## src/rtl/jtframe_romrq_arb_if.sv

```systemverilog
// Bus bundle between the romrq slots, the round-robin arbiter and the SDRAM read port.
// The master modport is the arbiter's view; the slave modport is the surrounding system.
interface jtframe_romrq_arb_if #(
    parameter int SDRAMW = 22,
    parameter int N      = 4
);
    logic [N-1:0]        slot_req;
    logic [N*SDRAMW-1:0] slot_addr;
    logic [N-1:0]        slot_we;
    logic [15:0]         slot_din;
    logic                slot_dst;
    logic                slot_din_ok;
    logic                sdram_req;
    logic [SDRAMW-1:0]   sdram_addr;
    logic                sdram_ack;
    logic                sdram_dst;
    logic                sdram_rdy;
    logic [15:0]         sdram_din;

    modport master (
        input  slot_req, slot_addr, sdram_ack, sdram_dst, sdram_rdy, sdram_din,
        output slot_we, slot_din, slot_dst, slot_din_ok, sdram_req, sdram_addr
    );

    modport slave (
        output slot_req, slot_addr, sdram_ack, sdram_dst, sdram_rdy, sdram_din,
        input  slot_we, slot_din, slot_dst, slot_din_ok, sdram_req, sdram_addr
    );
endinterface

```

## src/rtl/jtframe_romrq_arb.sv

```systemverilog
// Round-robin arbiter sharing one SDRAM read port among N romrq slots.
// One committed transaction at a time; read data and strobes are broadcast to every slot.
module jtframe_romrq_arb #(
    parameter int SDRAMW = 22,
    parameter int N      = 4
) (
    input  logic                 clk,
    input  logic                 rst,
    jtframe_romrq_arb_if.master  bus
);
    localparam int IW = (N > 1) ? $clog2(N) : 1;

    typedef enum logic [1:0] {
        IDLE      = 2'd0,
        WAIT_ACK  = 2'd1,
        WAIT_DATA = 2'd2,
        GAP       = 2'd3
    } state_t;

    state_t              state_r;
    logic [IW-1:0]       sel_r;
    logic [IW-1:0]       last_r;
    logic [N-1:0]        we_r;
    logic                req_r;
    logic [SDRAMW-1:0]   addr_r;
    logic [IW-1:0]       pick_s;
    logic                any_s;
    logic [SDRAMW-1:0]   addr_a_s [N];

    // First requesting slot after the previous winner, wrapping around.
    function automatic logic [IW-1:0] rr_pick(input logic [N-1:0] req, input logic [IW-1:0] last);
        logic [IW-1:0] pick;
        logic          found;
        int            idx;
        pick  = last;
        found = 1'b0;
        for (int k = 1; k <= N; k++) begin
            idx = (int'(last) + k) % N;
            if (!found && req[idx]) begin
                pick  = IW'(idx);
                found = 1'b1;
            end
        end
        return pick;
    endfunction

    function automatic logic [N-1:0] onehot(input logic [IW-1:0] i);
        return {{(N-1){1'b0}}, 1'b1} << i;
    endfunction

    // Arbitration decision and per-slot address unpacking.
    always_comb begin
        any_s  = |bus.slot_req;
        pick_s = rr_pick(bus.slot_req, last_r);
        for (int i = 0; i < N; i++) begin
            addr_a_s[i] = bus.slot_addr[i*SDRAMW +: SDRAMW];
        end
    end

    // Transaction sequencer; the grant is committed until the burst has ended.
    always_ff @(posedge clk or posedge rst) begin
        if (rst) begin
            state_r <= IDLE;
            sel_r   <= {IW{1'b0}};
            last_r  <= IW'(N-1);
            we_r    <= {N{1'b0}};
            req_r   <= 1'b0;
            addr_r  <= {SDRAMW{1'b0}};
        end else begin
            case (state_r)
                IDLE: begin
                    if (any_s) begin
                        sel_r   <= pick_s;
                        last_r  <= pick_s;
                        addr_r  <= addr_a_s[pick_s];
                        req_r   <= 1'b1;
                        state_r <= WAIT_ACK;
                    end
                end
                WAIT_ACK: begin
                    if (bus.sdram_ack) begin
                        req_r   <= 1'b0;
                        we_r    <= onehot(sel_r);
                        // a single-word burst ending with the ack still gets one we cycle, in GAP
                        state_r <= bus.sdram_rdy ? GAP : WAIT_DATA;
                    end
                end
                WAIT_DATA: begin
                    if (bus.sdram_rdy) begin
                        we_r    <= {N{1'b0}};
                        state_r <= GAP;
                    end
                end
                GAP: begin
                    we_r    <= {N{1'b0}};
                    state_r <= IDLE;
                end
                default: begin
                    we_r    <= {N{1'b0}};
                    req_r   <= 1'b0;
                    state_r <= IDLE;
                end
            endcase
        end
    end

    assign bus.slot_we     = we_r;
    assign bus.sdram_req   = req_r;
    assign bus.sdram_addr  = addr_r;
    assign bus.slot_din    = bus.sdram_din;
    assign bus.slot_dst    = bus.sdram_dst;
    assign bus.slot_din_ok = bus.sdram_rdy;
endmodule

```

## src/flat_wrapper.sv

```systemverilog
// flat-port wrapper written by rule: the top's interface ports become plain ports
module jtframe_romrq_arb_flat 
#(
    parameter int SDRAMW = 22,
    parameter int N      = 4
)
  (clk, rst, bus_slot_req, bus_slot_addr, bus_sdram_ack, bus_sdram_dst, bus_sdram_rdy, bus_sdram_din, bus_slot_we, bus_slot_din, bus_slot_dst, bus_slot_din_ok, bus_sdram_req, bus_sdram_addr);
  jtframe_romrq_arb_if #(.SDRAMW(SDRAMW), .N(N)) bus_i ();
  input  logic clk;
  input  logic rst;
  input wire logic [$bits(bus_i.slot_req)-1:0] bus_slot_req;
  input wire logic [$bits(bus_i.slot_addr)-1:0] bus_slot_addr;
  input wire logic [$bits(bus_i.sdram_ack)-1:0] bus_sdram_ack;
  input wire logic [$bits(bus_i.sdram_dst)-1:0] bus_sdram_dst;
  input wire logic [$bits(bus_i.sdram_rdy)-1:0] bus_sdram_rdy;
  input wire logic [$bits(bus_i.sdram_din)-1:0] bus_sdram_din;
  output wire logic [$bits(bus_i.slot_we)-1:0] bus_slot_we;
  output wire logic [$bits(bus_i.slot_din)-1:0] bus_slot_din;
  output wire logic [$bits(bus_i.slot_dst)-1:0] bus_slot_dst;
  output wire logic [$bits(bus_i.slot_din_ok)-1:0] bus_slot_din_ok;
  output wire logic [$bits(bus_i.sdram_req)-1:0] bus_sdram_req;
  output wire logic [$bits(bus_i.sdram_addr)-1:0] bus_sdram_addr;
  assign bus_i.slot_req = bus_slot_req;
  assign bus_i.slot_addr = bus_slot_addr;
  assign bus_i.sdram_ack = bus_sdram_ack;
  assign bus_i.sdram_dst = bus_sdram_dst;
  assign bus_i.sdram_rdy = bus_sdram_rdy;
  assign bus_i.sdram_din = bus_sdram_din;
  assign bus_slot_we = bus_i.slot_we;
  assign bus_slot_din = bus_i.slot_din;
  assign bus_slot_dst = bus_i.slot_dst;
  assign bus_slot_din_ok = bus_i.slot_din_ok;
  assign bus_sdram_req = bus_i.sdram_req;
  assign bus_sdram_addr = bus_i.sdram_addr;
  jtframe_romrq_arb #(.SDRAMW(SDRAMW), .N(N)) u_core (.clk(clk), .rst(rst), .bus(bus_i));
endmodule
```

## config.mk

```make
export PLATFORM = sky130hd
export DESIGN_NAME = jtframe_romrq_arb_flat
export DESIGN_NICKNAME = d
export VERILOG_FILES = /design/src/rtl/jtframe_romrq_arb_if.sv /design/src/rtl/jtframe_romrq_arb.sv /design/src/flat_wrapper.sv
export SDC_FILE = /design/constraint.sdc
export NUM_CORES = 1
export LEC_CHECK = 0
export CORE_ASPECT_RATIO = 1.1
export CORE_UTILIZATION = 43
export CTS_CLUSTER_DIAMETER = 30
export DETAILED_ROUTE_END_ITERATION = 7
export DONT_BUFFER_PORTS = 1
export GPL_ROUTABILITY_DRIVEN = 0
export GPL_TIMING_DRIVEN = 0
export PLACE_DENSITY = 0.67
export SYNTH_ARGS = -nofsm -noshare
export SYNTH_HDL_FRONTEND = slang
export SYNTH_SLANG_ARGS = --single-unit
```

## constraint.sdc

```tcl
create_clock -name clk -period 1.9 [get_ports clk]
set_input_delay 0.095 -clock clk [delete_from_list [all_inputs] [get_ports clk]]
set_output_delay 0.095 -clock clk [all_outputs]
set_load 0.05 [all_outputs]
```

==> metrics.md <==
| Metric | Value |
|---|---|
| Area contributors post-synth | `dfrtp_1 36%, mux2i_1 20%, o221ai_1 8.9%` |
| Post-DP HPWL | `3770 um` |
| Max Root-Sink Buffers | `2` |
| Mux cell area share after synthesis | `21.0%` |
| Sw frac | `51.9%` |
| Mapped Cells | `209` |
| Synthesized flop and latch total | `33` |
| PortBufs | `0` |
| GR met3 Demand/Resource | `5.82%` |
| Seq pwr share | `45.8%` |
| Drt total wl | `5060 um` |
| Delay-heaviest family, CP | `buffers and inverters` |
| Compound-gate portion of the synthesized area | `13.8%` |
| CTS tree | `built` |
| Bufs and invs on worst path | `3` |
| Inserted Clock Buffers | `5` |
| Peak supply drop | `0.755 mV` |
| Adder-cell area share of the yosys netlist | `2.32%` |
| Number of synthesized flops with an enable pin | `0` |
| Worst hold path class | `in2reg` |
| Met1 Track Usage GR | `24.5%` |
| DR WL/cell | `18.3 um` |
| # IOs | `158` |
| DRT iter0 DRCs | `83` |
| H-tree Lvls | `2` |
| Final ANT Viol Nets | `0` |
| Final worst setup slack | `0.0627 ns` |
| Fmax | `0.544 GHz` |
| Tmin final | `1.84 ns` |
| CP Cell Sequence | `inv_1 -> ha_2 -> nand2b_1 -> buf_2 -> or2_2 -> buf_2 -> o221ai_1` |
| Crit-path max FO | `10` |
| Crit end category | `flip-flop` |
| Final worst-path cycle share | `96.7%` |
| Core area | `4720 sq um` |
| Clock network power share | `11.8%` |
| Global-route wire length before repair | `7930 um` |
| Clock root cell | `clkbuf_8` |
| Crit start category | `flip-flop` |
| Worst Skew | `0.00584 ns` |
| DR vias/cell | `5.98` |
| Arr. time, crit path | `2.03 ns` |
| Yosys warning count | `0` |
| DR vias | `1,651` |
| Die Area | `5300 sq um` |
| Pint | `2.38 mW` |
| Total Power | `4.95 mW` |
| Pre-antenna DRT Iters | `4` |
| Mean Syn Cell Area | `10.3 sq um` |
| NetSw | `2.57 mW` |
| Final net count | `336` |
| Largest net degree at the start of global routing | `34` |
| Met2 GRT Util | `31.0%` |
| Die Ht | `76.2 um` |
| Distinct cells, synth | `32` |
| Worst-Skew Late Latency | `0.29 ns` |
| Clk sinks | `33` |
| Post-route cell area | `2390 sq um` |
| FFs w/ async S/R, synth | `100%` |
| Post-Synth XOR/XNOR Area | `0%` |
| Worst path max stage delay | `0.41 ns` |
| Critical path's slowest cell | `dfrtp_1` |
| Gr usage total | `19.2%` |
| Post-synthesis simple-gate area fraction | `10.8%` |
| Status | `finished, final reports clean` |
| Layout cell share with drive strength beyond 1 | `24.5%` |
| # DRC | `0` |
| Dpl ws | `-0.0990 ns` |
| Area Growth Syn to Fin | `11.0%` |
| Setup CP Type | `reg2reg` |
| Yosys top cell area share | `36.0%` |
| Unrepaired setup endpoints after global routing | `true` |
| Main combinational cell family by area after synthesis | `multiplexers` |
| Finished Core Util | `50.7%` |
| Final antenna diode count | `0` |
| Hold slack | `0.00771 ns` |
| Final hold vios | `0` |
| Total gr overflow | `0` |
| Cells after DPL | `265` |
| Dominant cell type by area after synthesis | `dfrtp_1` |
| Critical Path RT | `2.09 ns` |
| Least-Margin Pin Slew | `0.702 ns` |
| PwrDens | `2070 nW/um^2` |
| Main synth FF type | `dfrtp_1` |
| Setup violations, final | `0` |
| Num rows | `26` |
| Slew Limit Headroom | `53.1%` |
| Comb power frac | `42.4%` |
| Initial cell density of the core | `45.6%` |
| Crit path top cell by count | `buf_2` |
| Gr busiest metal | `met2` |
| Setup TNS | `0 ns` |
| Vias in the first global route | `1,552` |
| Fin. max-slew vios | `0` |
| Die width | `69.5 um` |
| Syn nets | `326` |
| Max cap viols | `0` |
| Initial antenna violation count | `0` |
| Post-DP Area | `2220 sq um` |
| Fin cells | `276` |
| Register area share after synthesis | `38.5%` |
| Mapped cell area | `2150 sq um` |
| CTS clock-pin slew for the worst setup and hold paths | `0.07 ns` |
| Leak | `1.15 nW` |
-- cells in the mapped netlist, types with 4 or more instances --
master,instances
buf_12,4
buf_4,18
a21oi_1,5
dfrtp_1,31
inv_1,9
mux2i_1,44
buf_2,5
nor2_1,5
o21ai_0,8
ha_1,4
o221ai_1,22
nand2_1,30
-- repair_timing --
item,in CTS,in global routing
hold endpoints to repair,0,31
buffers inserted,2,0
resized for setup,2,6
endpoints found under the setup margin,19,22
pin swaps,0,1
hold buffers,0,1
-- worst paths after layout --
kind / depth (start not counted) / slack, ns / startpoint / endpoint
setup / recovery: 7 / 0.06 / u_core.state_r[0] / u_core.bus.sdram_addr[2]
hold / removal: 3 / 0.008 / bus_sdram_ack / u_core.bus.sdram_req
setup reg to reg: 7 / 0.06 / u_core.state_r[0] / u_core.bus.sdram_addr[2]
hold reg to reg: 2 / 0.49 / u_core.last_r[1] / u_core.last_r[1]
max in group asynchronous: 2 / 1.07 / rst / u_core.bus.sdram_addr[2]
min in group asynchronous: 2 / 0.38 / rst / u_core.bus.sdram_addr[0]
-- area by class of cell --
| class | instances | area [sq um] |
|---|---|---|
| clock inverter | 1 | 5.00 |
| clock buffer | 7 | 96.3 |
| multi-input combinational | 137 | 1060 |
| inverter | 9 | 33.8 |
| sequential | 33 | 828 |
| tap | 56 | 70.1 |
| timing repair buffer | 3 | 37.5 |
| fill | 457 | 2330 |
| buffer | 30 | 260 |
-- worst min-delay path: cells and delay by family --
kind,cells,cell delay [ns]
simple gates,2,0.10
compound gates,1,0.06
-- per-layer routing --
metal / up-vias / routed length (um)
li1: 762 / -
met5: - / 0
met2: 102 / 2490
met3: 6 / 425
met1: 781 / 2090
met4: 0 / 63
-- cell families (layout without fill, tap and decap cells) --
group	after synthesis	in the layout
buffers and inverters	39	50
adder cells (fa/ha/maj)	4	4
multiplexers	45	45
flip-flops	33	33
AND/OR/NAND/NOR	48	48
AO/OA/AOI/OAI	40	40
-- placed cells by master, fill, tap and decap left out, drive strengths merged --
cell and n:
mux2i 44, dfrtp 31, nand2 30, buf 30, o221ai 22, o21ai 9, inv 9, clkbuf 9
nor2 5, a21oi 5, ha 4, nand2b 2, nand4b 2, dfstp 2, nor4 2, nor2b 2
a21o 1, or2b 1, nor3b 1, a211oi 1, or2 1, nand3 1, o22ai 1, mux2 1
nand4 1, a2111oi 1, clkinv 1, dlygate4sd3 1
-- power groups by stage --
stage / clock network [mW] / logic, mW / registers (mW)
floorplan: 0 / 1.68 / 2.19
global placement: 0 / 1.97 / 2.28
detailed placement: 0 / 2.01 / 2.28
CTS: 0.603 / 2.07 / 2.27
global route: 0.640 / 2.34 / 2.32
finish: 0.587 / 2.10 / 2.27
-- state kept, by name (all words and copies together), names as in the netlist --
signal and flops:
u_core.bus.slot_we 4, u_core.state_r 2, u_core.bus.sdram_req 1, u_core.sel_r 2, u_core.last_r 2, u_core.bus.sdram_addr 22
Power figures use the tool's default switching activity.
